==> src/rtl/lcd_pkg.sv <==
// Shared definitions for the HD44780 controller: command bytes, FSM and
// write-phase encodings, and the power-on command table.
package lcd_pkg;

    localparam logic [7:0] LCD_FUNC_SET = 8'h38;
    localparam logic [7:0] LCD_DISP_ON  = 8'h0C;
    localparam logic [7:0] LCD_ENTRY    = 8'h06;
    localparam logic [7:0] LCD_CLEAR    = 8'h01;
    localparam logic [7:0] LCD_LINE1    = 8'h80;
    localparam logic [7:0] LCD_LINE2    = 8'hC0;

    typedef enum logic [2:0] {
        ST_PWR,
        ST_INIT,
        ST_WAIT,
        ST_ADDR1,
        ST_LINE1,
        ST_ADDR2,
        ST_LINE2
    } state_e;

    typedef enum logic [1:0] {
        PH_SETUP,
        PH_PULSE,
        PH_HOLD
    } phase_e;

    // Init command issued at each step of the power-on sequence; clear is last.
    function automatic logic [7:0] init_cmd(input logic [1:0] step);
        case (step)
            2'd0:    return LCD_FUNC_SET;
            2'd1:    return LCD_DISP_ON;
            2'd2:    return LCD_ENTRY;
            default: return LCD_CLEAR;
        endcase
    endfunction

endpackage

==> src/rtl/lcd_byte_writer.sv <==
// Three-tick LCD byte strobe: SETUP latches rs/data, PULSE raises E,
// HOLD drops E with the bus held; the next byte may start on the following tick.
module lcd_byte_writer
    import lcd_pkg::*;
(
    input  logic       clk,
    input  logic       rst,
    input  logic       en_clk_i,
    input  logic       start_i,
    input  logic       rs_i,
    input  logic [7:0] data_i,
    output logic       done_o,
    output logic       lcd_e_o,
    output logic       lcd_rs_o,
    output logic [7:0] lcd_data_o
);

    phase_e     phase_q, phase_d;
    logic       e_q, e_d;
    logic       rs_q, rs_d;
    logic [7:0] data_q, data_d;

    // Phase and bus registers, advanced only on pacing ticks.
    always_ff @(posedge clk) begin
        if (!rst) begin
            phase_q <= PH_SETUP;
            e_q     <= 1'b0;
            rs_q    <= 1'b0;
            data_q  <= 8'h00;
        end else begin
            phase_q <= phase_d;
            e_q     <= e_d;
            rs_q    <= rs_d;
            data_q  <= data_d;
        end
    end

    // Phase sequencing; rs/data are sampled only on the SETUP tick.
    always_comb begin
        phase_d = phase_q;
        e_d     = e_q;
        rs_d    = rs_q;
        data_d  = data_q;
        if (en_clk_i) begin
            case (phase_q)
                PH_SETUP: begin
                    if (start_i) begin
                        rs_d    = rs_i;
                        data_d  = data_i;
                        e_d     = 1'b0;
                        phase_d = PH_PULSE;
                    end else begin
                        phase_d = PH_SETUP;
                    end
                end
                PH_PULSE: begin
                    e_d     = 1'b1;
                    phase_d = PH_HOLD;
                end
                PH_HOLD: begin
                    e_d     = 1'b0;
                    phase_d = PH_SETUP;
                end
                default: begin
                    e_d     = 1'b0;
                    phase_d = PH_SETUP;
                end
            endcase
        end else begin
            phase_d = phase_q;
        end
    end

    assign done_o     = en_clk_i && (phase_q == PH_HOLD);
    assign lcd_e_o    = e_q;
    assign lcd_rs_o   = rs_q;
    assign lcd_data_o = data_q;

endmodule

==> src/rtl/lcd_hd44780_ctrl.sv <==
// HD44780 16x2 write-only controller: power-on init, then endless two-line refresh.
// Optional frame_done output is enabled by defining LCD_FRAME_DONE_EN.
module lcd_hd44780_ctrl
    import lcd_pkg::*;
#(
    parameter int PWR_WAIT = 20,
    parameter int CLR_WAIT = 2,
    parameter int LINE_LEN = 16
) (
    input  logic       clk,
    input  logic       rst,
    input  logic       en_clk,
    input  logic [7:0] data_char,
    output logic [4:0] index_char,
    output logic       lcd_rs,
    output logic       lcd_rw,
    output logic       lcd_e,
    output logic [7:0] lcd_data
`ifdef LCD_FRAME_DONE_EN
    ,
    output logic       frame_done
`endif
);

    localparam int WAIT_MAX = (PWR_WAIT > CLR_WAIT) ? PWR_WAIT : CLR_WAIT;
    localparam int CNT_W    = $clog2(WAIT_MAX + 1);
    localparam int STEP_W   = $clog2(LINE_LEN);

    state_e            state_q, state_d;
    logic [CNT_W-1:0]  cnt_q, cnt_d;
    logic [STEP_W-1:0] step_q, step_d;
    logic [4:0]        index_q, index_d;

    logic       wr_done_s;
    logic       start_s;
    logic       rs_s;
    logic [7:0] byte_s;

    lcd_byte_writer u_writer (
        .clk        (clk),
        .rst        (rst),
        .en_clk_i   (en_clk),
        .start_i    (start_s),
        .rs_i       (rs_s),
        .data_i     (byte_s),
        .done_o     (wr_done_s),
        .lcd_e_o    (lcd_e),
        .lcd_rs_o   (lcd_rs),
        .lcd_data_o (lcd_data)
    );

    // Sequencer state register.
    always_ff @(posedge clk) begin
        if (!rst) begin
            state_q <= ST_PWR;
            cnt_q   <= '0;
            step_q  <= '0;
            index_q <= '0;
        end else begin
            state_q <= state_d;
            cnt_q   <= cnt_d;
            step_q  <= step_d;
            index_q <= index_d;
        end
    end

    // Next-state logic; index_char moves only on HOLD ticks so upstream data settles.
    always_comb begin
        state_d = state_q;
        cnt_d   = cnt_q;
        step_d  = step_q;
        index_d = index_q;
        if (en_clk) begin
            case (state_q)
                ST_PWR: begin
                    if (cnt_q == CNT_W'(PWR_WAIT - 1)) begin
                        state_d = ST_INIT;
                        cnt_d   = '0;
                    end else begin
                        cnt_d = cnt_q + CNT_W'(1);
                    end
                end
                ST_INIT: begin
                    if (wr_done_s) begin
                        if (step_q == STEP_W'(3)) begin
                            state_d = ST_WAIT;
                            step_d  = '0;
                        end else begin
                            step_d = step_q + STEP_W'(1);
                        end
                    end else begin
                        step_d = step_q;
                    end
                end
                ST_WAIT: begin
                    if (cnt_q == CNT_W'(CLR_WAIT - 1)) begin
                        state_d = ST_ADDR1;
                        cnt_d   = '0;
                    end else begin
                        cnt_d = cnt_q + CNT_W'(1);
                    end
                end
                ST_ADDR1, ST_ADDR2: begin
                    if (wr_done_s) begin
                        state_d = (state_q == ST_ADDR1) ? ST_LINE1 : ST_LINE2;
                        step_d  = '0;
                        index_d = (state_q == ST_ADDR1) ? 5'd0 : 5'(LINE_LEN);
                    end else begin
                        state_d = state_q;
                    end
                end
                ST_LINE1, ST_LINE2: begin
                    if (wr_done_s) begin
                        if (step_q == STEP_W'(LINE_LEN - 1)) begin
                            // Line 1 keeps its last index until the C0 hold; line 2 wraps to 0.
                            state_d = (state_q == ST_LINE1) ? ST_ADDR2 : ST_ADDR1;
                            step_d  = '0;
                            index_d = (state_q == ST_LINE1) ? index_q : 5'd0;
                        end else begin
                            step_d  = step_q + STEP_W'(1);
                            index_d = index_q + 5'd1;
                        end
                    end else begin
                        step_d = step_q;
                    end
                end
                default: begin
                    state_d = ST_PWR;
                    cnt_d   = '0;
                    step_d  = '0;
                    index_d = '0;
                end
            endcase
        end else begin
            state_d = state_q;
        end
    end

    // Byte source for the writer in each state.
    always_comb begin
        start_s = 1'b0;
        rs_s    = 1'b0;
        byte_s  = 8'h00;
        case (state_q)
            ST_INIT: begin
                start_s = 1'b1;
                byte_s  = init_cmd(step_q[1:0]);
            end
            ST_ADDR1: begin
                start_s = 1'b1;
                byte_s  = LCD_LINE1;
            end
            ST_ADDR2: begin
                start_s = 1'b1;
                byte_s  = LCD_LINE2;
            end
            ST_LINE1, ST_LINE2: begin
                start_s = 1'b1;
                rs_s    = 1'b1;
                byte_s  = data_char;
            end
            default: begin
                start_s = 1'b0;
            end
        endcase
    end

    assign index_char = index_q;
    assign lcd_rw     = 1'b0;

`ifdef LCD_FRAME_DONE_EN
    logic frame_done_q;
    logic last_char_done_s;

    assign last_char_done_s = wr_done_s && (state_q == ST_LINE2)
                              && (step_q == STEP_W'(LINE_LEN - 1));

    // One-clk pulse when the final LINE2 hold completes.
    always_ff @(posedge clk) begin
        if (!rst) begin
            frame_done_q <= 1'b0;
        end else begin
            frame_done_q <= last_char_done_s;
        end
    end

    assign frame_done = frame_done_q;
`endif

endmodule

==> config.mk <==
export PLATFORM = sky130hd
export DESIGN_NAME = lcd_hd44780_ctrl
export DESIGN_NICKNAME = d
export VERILOG_FILES = /design/src/rtl/lcd_pkg.sv /design/src/rtl/lcd_byte_writer.sv /design/src/rtl/lcd_hd44780_ctrl.sv
export SDC_FILE = /design/constraint.sdc
export NUM_CORES = 1
export LEC_CHECK = 0
export BUFFER_PORTS_ARGS = -buffer_cell sky130_fd_sc_hd__buf_2
export CORE_MARGIN = 2
export CORE_UTILIZATION = 45
export CTS_BUF_LIST = sky130_fd_sc_hd__clkbuf_8
export CTS_CLUSTER_SIZE = 25
export DETAILED_ROUTE_END_ITERATION = 8
export PLACE_DENSITY_LB_ADDON = 0.12
export SLEW_MARGIN = 10
export SYNTH_ARGS = -nofsm -noshare
export SYNTH_HDL_FRONTEND = slang
export SYNTH_HIERARCHICAL = 1
export SYNTH_SLANG_ARGS = --single-unit
==> constraint.sdc <==
create_clock -name clk -period 2 [get_ports clk]
set_input_delay 0.2 -clock clk [delete_from_list [all_inputs] [get_ports clk]]
set_output_delay 0.2 -clock clk [all_outputs]
set_load 0.01 [all_outputs]
# Word-level counts from Yosys, hierarchy flattened
# Cells that the tools add are included.
# word_totals
reg_bits	29
inputBits	11
out_inout_bits	16
wordCells	85
# op_classes
n_addsub	3
n_eq_ne	23
n_mux	33
n_bitwise	3
reduce_logical	15
# op_table
operator	n
5-bit 2-to-1 mux	7
8-bit one-hot mux with 4 select lines	1
5-bit one-hot mux with 3 select lines	2
3-bit 2-to-1 mux	8
4-bit 2-to-1 mux	5
6-bit one-hot mux with 3 select lines	1
4-bit one-hot mux with 4 select lines	1
3-bit one-hot mux with 5 select lines	1
5-bit by 1-bit adder with 5-bit output (second input constant)	2
2-bit inequality test (second input constant)	5
5-bit AND reduction	2
3-bit equality test (second input constant)	3
8-bit AND reduction	1
3-bit by 2-bit equality test with 1-bit output (second input constant)	2
2-bit by 1-bit inequality test with 1-bit output (second input constant)	3
2-bit OR reduction	3
5-bit by 1-bit equality test with 1-bit output (second input constant)	1
5-bit equality test (second input constant)	1
5-bit OR reduction	1
4-bit by 1-bit adder with 4-bit output (second input constant)	1
2-bit by 1-bit equality test with 1-bit output (second input constant)	2
2-bit equality test (second input constant)	2
4-bit by 2-bit equality test with 1-bit output (second input constant)	1
4-bit equality test (second input constant)	1
13 further kinds	20

# Depth between registers and ports, before layout
# logic_depth
ltp_word	5
ltp_mapped	7
ltp_nobuf	7

# Cells and area by module
# Netlist, hierarchy kept.
# by_module_without_submodules
mod	n_inst	cells_each	area_each_um2
lcd_hd44780_ctrl	1	153	1158.6
lcd_byte_writer	1	54	479.2

# Worst setup path before layout
# OpenSTA, ideal clock, no wires.
# synth_path
path_kind	register to register
startpoint	register step_q[0]
endpoint	register state_q[0]
setup_time_ns	0.071
arrival_time_ns	1.823
setup_slack_ns	0.106
stages_incl_launch_ff	6
n_path_buf	0
synth_period_minus_slack_ns	1.894
path_cell_list	dfxtp_1 -> ha_1 -> or3b_1 -> a32o_2 -> or4_1 -> a21oi_1
# synth_between
elab_chain_len	3
# synth_rtl
item	line	text
start, declared	lcd_hd44780_ctrl.sv:31	logic [STEP_W-1:0] step_q, step_d;
start signal, assigned	lcd_hd44780_ctrl.sv:62	step_q <= step_d;
4-bit equality test / 4-bit by 2-bit equality test with 1-bit output (equally long branches)	lcd_hd44780_ctrl.sv:114, lcd_hd44780_ctrl.sv:85	
2-bit inequality test (no source line)	n/a	
8-bit AND reduction (no source line) (*)	n/a	
end signal, assigned	lcd_hd44780_ctrl.sv:60	state_q <= state_d;
end, declared	lcd_hd44780_ctrl.sv:29	state_e state_q, state_d;
# Mark *: on every way between the ends. The rest lies on a longest branch, timed or not.
# A chain may end at the register's enable or synchronous reset.

# Worst setup path in the final report
# layout_path
startpoint	register step_q[1]
endpoint	register state_q[0]
# The elaborated chain is that of the path after synthesis.

==> run summary <==
Status -> complete, no violations
HP Start -> data_char[4]
Critical Path End Type -> flop
Fin. Hold Viols -> 0
Clk_lat worst skew -> 0.28 ns
Leak Pwr -> 0.801 nW
RSZ-0062 raised after global routing -> false
Post-cts sizing count -> 0
Number of hold buffers added after CTS -> 0
Clk sinks -> 29
Initial DRT Pass Iterations -> 4
Tmin final -> 1.88 ns
CP bufs+invs -> 0
FILL cells -> 319
Starting Density -> 47.9%
Grt ovf -> 0
Sequential area share after synthesis -> 35.4%
Post-DP HPWL -> 2620 um
CTS root buffer -> clkbuf_8
Met2 Use GR -> 30.7%
Reg2Reg Launch Point -> step_q[1]
DRT iter0 DRCs -> 86
# H-tree levels -> 2
Crit path setup slack, layout -> 0.115 ns
Top Family by Delay on Critical Path -> simple AND/OR/NAND/NOR gates
Crit path DAT -> 2.09 ns
CTS tree -> done
EDFF count, synth -> 0
GR met1 Demand/Resource -> 24.0%
Via count -> 1542
Chip Height -> 64.3 um
WL final -> 3620 um
PortBufs -> 25
CP startpoint -> step_q[1]
Die X -> 64.3 um
Cell Rows -> 21
GRT Util Overall -> 18.9%
Max_cap viols -> 0
Largest net degree at the start of global routing -> 29
Routed Antenna Nets -> 0
Worst Path Max Fanout -> 6
Max stage delay cell, worst path -> or4_1
Pwr/cell area -> 580 nW/um^2
Kind of critical path -> reg2reg
Max-slew violation count -> 0
Synth area leaders -> dfxtp_1 (35%), nand2_1 (7.3%), ha_1 (6.1%), nand3_1 (5.5%), o21ai_0 (4.6%)
HP Class -> in2reg
Clock Path Buffers -> 2
Final Skew -> 0.00395 ns
Placer Congestion -> 0.856
Most frequent cells in the layout -> nand2_1 (32), dfxtp_1 (29), buf_2 (25)
Startpoint Class -> flop
Syn nets -> 226
Postcts setup bufs -> 0
Die ar. -> 4140 um^2
Avg Cell Area, Syn -> 7.91 um^2
Place WS -> 0.142 ns
Worst slew margin -> 63.7%
Top FF cell, synth -> dfxtp_1
Post-DR vias/cell -> 5.47
Wire per inst -> 12.8 um
Ant diodes -> 0
CP cell instances -> ha_1 > or3b_1 > a32o_2 > or4_1 > a21oi_1
Post-synth cell types -> 46
Yosys warns -> 6
First-pass GRT wire length -> 6140 um
Gr busiest metal -> met2
Critical Path RT -> 2.20 ns
FMAX -> 531 MHz
Final setup vio count -> 0
Num CTS Buffers -> 5
Max IR drop VDD -> 377 uV
Top-area cell type share of the netlist area -> 35.4%
Initial antenna violation count -> 0
Slowest stage delay, CP -> 0.46 ns
Worst-Margin Slew -> 0.544 ns
Setup TNS -> 0 ns
Core ar. -> 3420 um^2
DRC Markers -> 0
Post-Syn Area -> 1640 um^2
Number of I/O pins -> 27
Synth Register Bits -> 29
Async S/R FF share, synth -> 0%
Layout cell share with drive strength beyond 1 -> 18.6%
Final Cycle Share -> 94.2%
Number of global-route vias before repair -> 1376
Final nets -> 255
CTS clk-pin slew, worst paths -> 0.06 ns
Largest area contributor in the netlist -> dfxtp_1
Met3 usage -> 5.63%
Commonest non-fill, non-tap cell in the layout -> nand2_1
Syn Inst Count -> 207
Area growth, synth to finish -> 16.3%
==> worst min-delay path: stages <==
cell and delay [ns]:
buf_2 0.08, a21o_1 0.09, nand3_1 0.05, o21ai_0 0.06
==> synthesized netlist by cell type, drive strengths merged, types with 3 or more instances <==
cell type  count
a21oi         10
a32o           5
and3           4
buf            6
clkbuf         7
dfxtp         29
ha             8
inv            8
mux2i          3
nand2         32
nand3         18
nand3b         3
nor2          10
nor2b          6
nor3           3
o21a           3
o21ai         20
o31ai          3
==> logic make-up after synthesis <==
family | Yosys count | share of synthesized area (%)
AOI/OAI and AO/OA | 56 | 22.4
buffers and inverters | 21 | 6.57
xor gates and xnor gates | 1 | 0.535
other | 1 | 0.229
muxes | 3 | 1.83
DFF | 29 | 35.4
adders and majority gates | 8 | 6.11
and+or+nand+nor | 88 | 26.9
==> flip-flops by register name, summed over array words and instances (netlist names) <==
register and flops:
u_writer/lcd_e_o 1, u_writer/lcd_rs_o 1, cnt_q 5, u_writer/phase_q 2, index_char 5, step_q 4
u_writer/lcd_data_o 8, state_q 3
==> report_power, final <==
part           leakage (nW)  internal (mW)  switching, mW  total, mW
sequential            0.234          0.581        0.00426      0.586
combinational         0.518         0.0178         0.0300     0.0478
clock                0.0485          0.267          0.203      0.470
total                 0.801          0.866          0.238       1.10
==> stage by stage <==
stage	total power, mW	area (um^2)	instances	hold slack [ns]	util [%]
after global placement	0.644	1820	275	0.434	53.2
final	1.10	1900	282	0.244	55.8
after CTS	1.11	1900	282	0.237	55.8
after global routing	1.15	1900	282	0.291	55.8
after floorplan	0.627	1640	207	0.348	-
after detailed placement	0.646	1820	275	0.443	53.2
==> path summary, 6_finish.rpt <==
| path | cells past startpoint | end | slack (ns) |
|---|---|---|---|
| setup / recovery | 5 | state_q[0] | 0.12 |
| hold / removal | 4 | u_writer/lcd_data_o[4] | 0.24 |
| setup reg to reg | 5 | state_q[0] | 0.12 |
| hold reg to reg | 2 | u_writer/lcd_rs_o | 0.45 |
==> final cells by class <==
| type | count | area [um^2] | area share [%] |
|---|---|---|---|
| multi-input cells | 157 | 950 | 49.9 |
| flip-flops and latches | 29 | 581 | 30.5 |
| repair buffers | 35 | 200 | 10.5 |
| clock buffers | 6 | 82.6 | 4.34 |
| well taps | 46 | 57.6 | 3.02 |
| inverters | 8 | 30.0 | 1.58 |
| clock inverters | 1 | 3.75 | 0.197 |
==> layer usage <==
metal	wire, um	up-vias
met5	0	-
met2	1660	32
met1	1740	712
met4	48	0
met3	166	5
li1	-	793
Note: power is estimated with default switching activity, not from simulation.
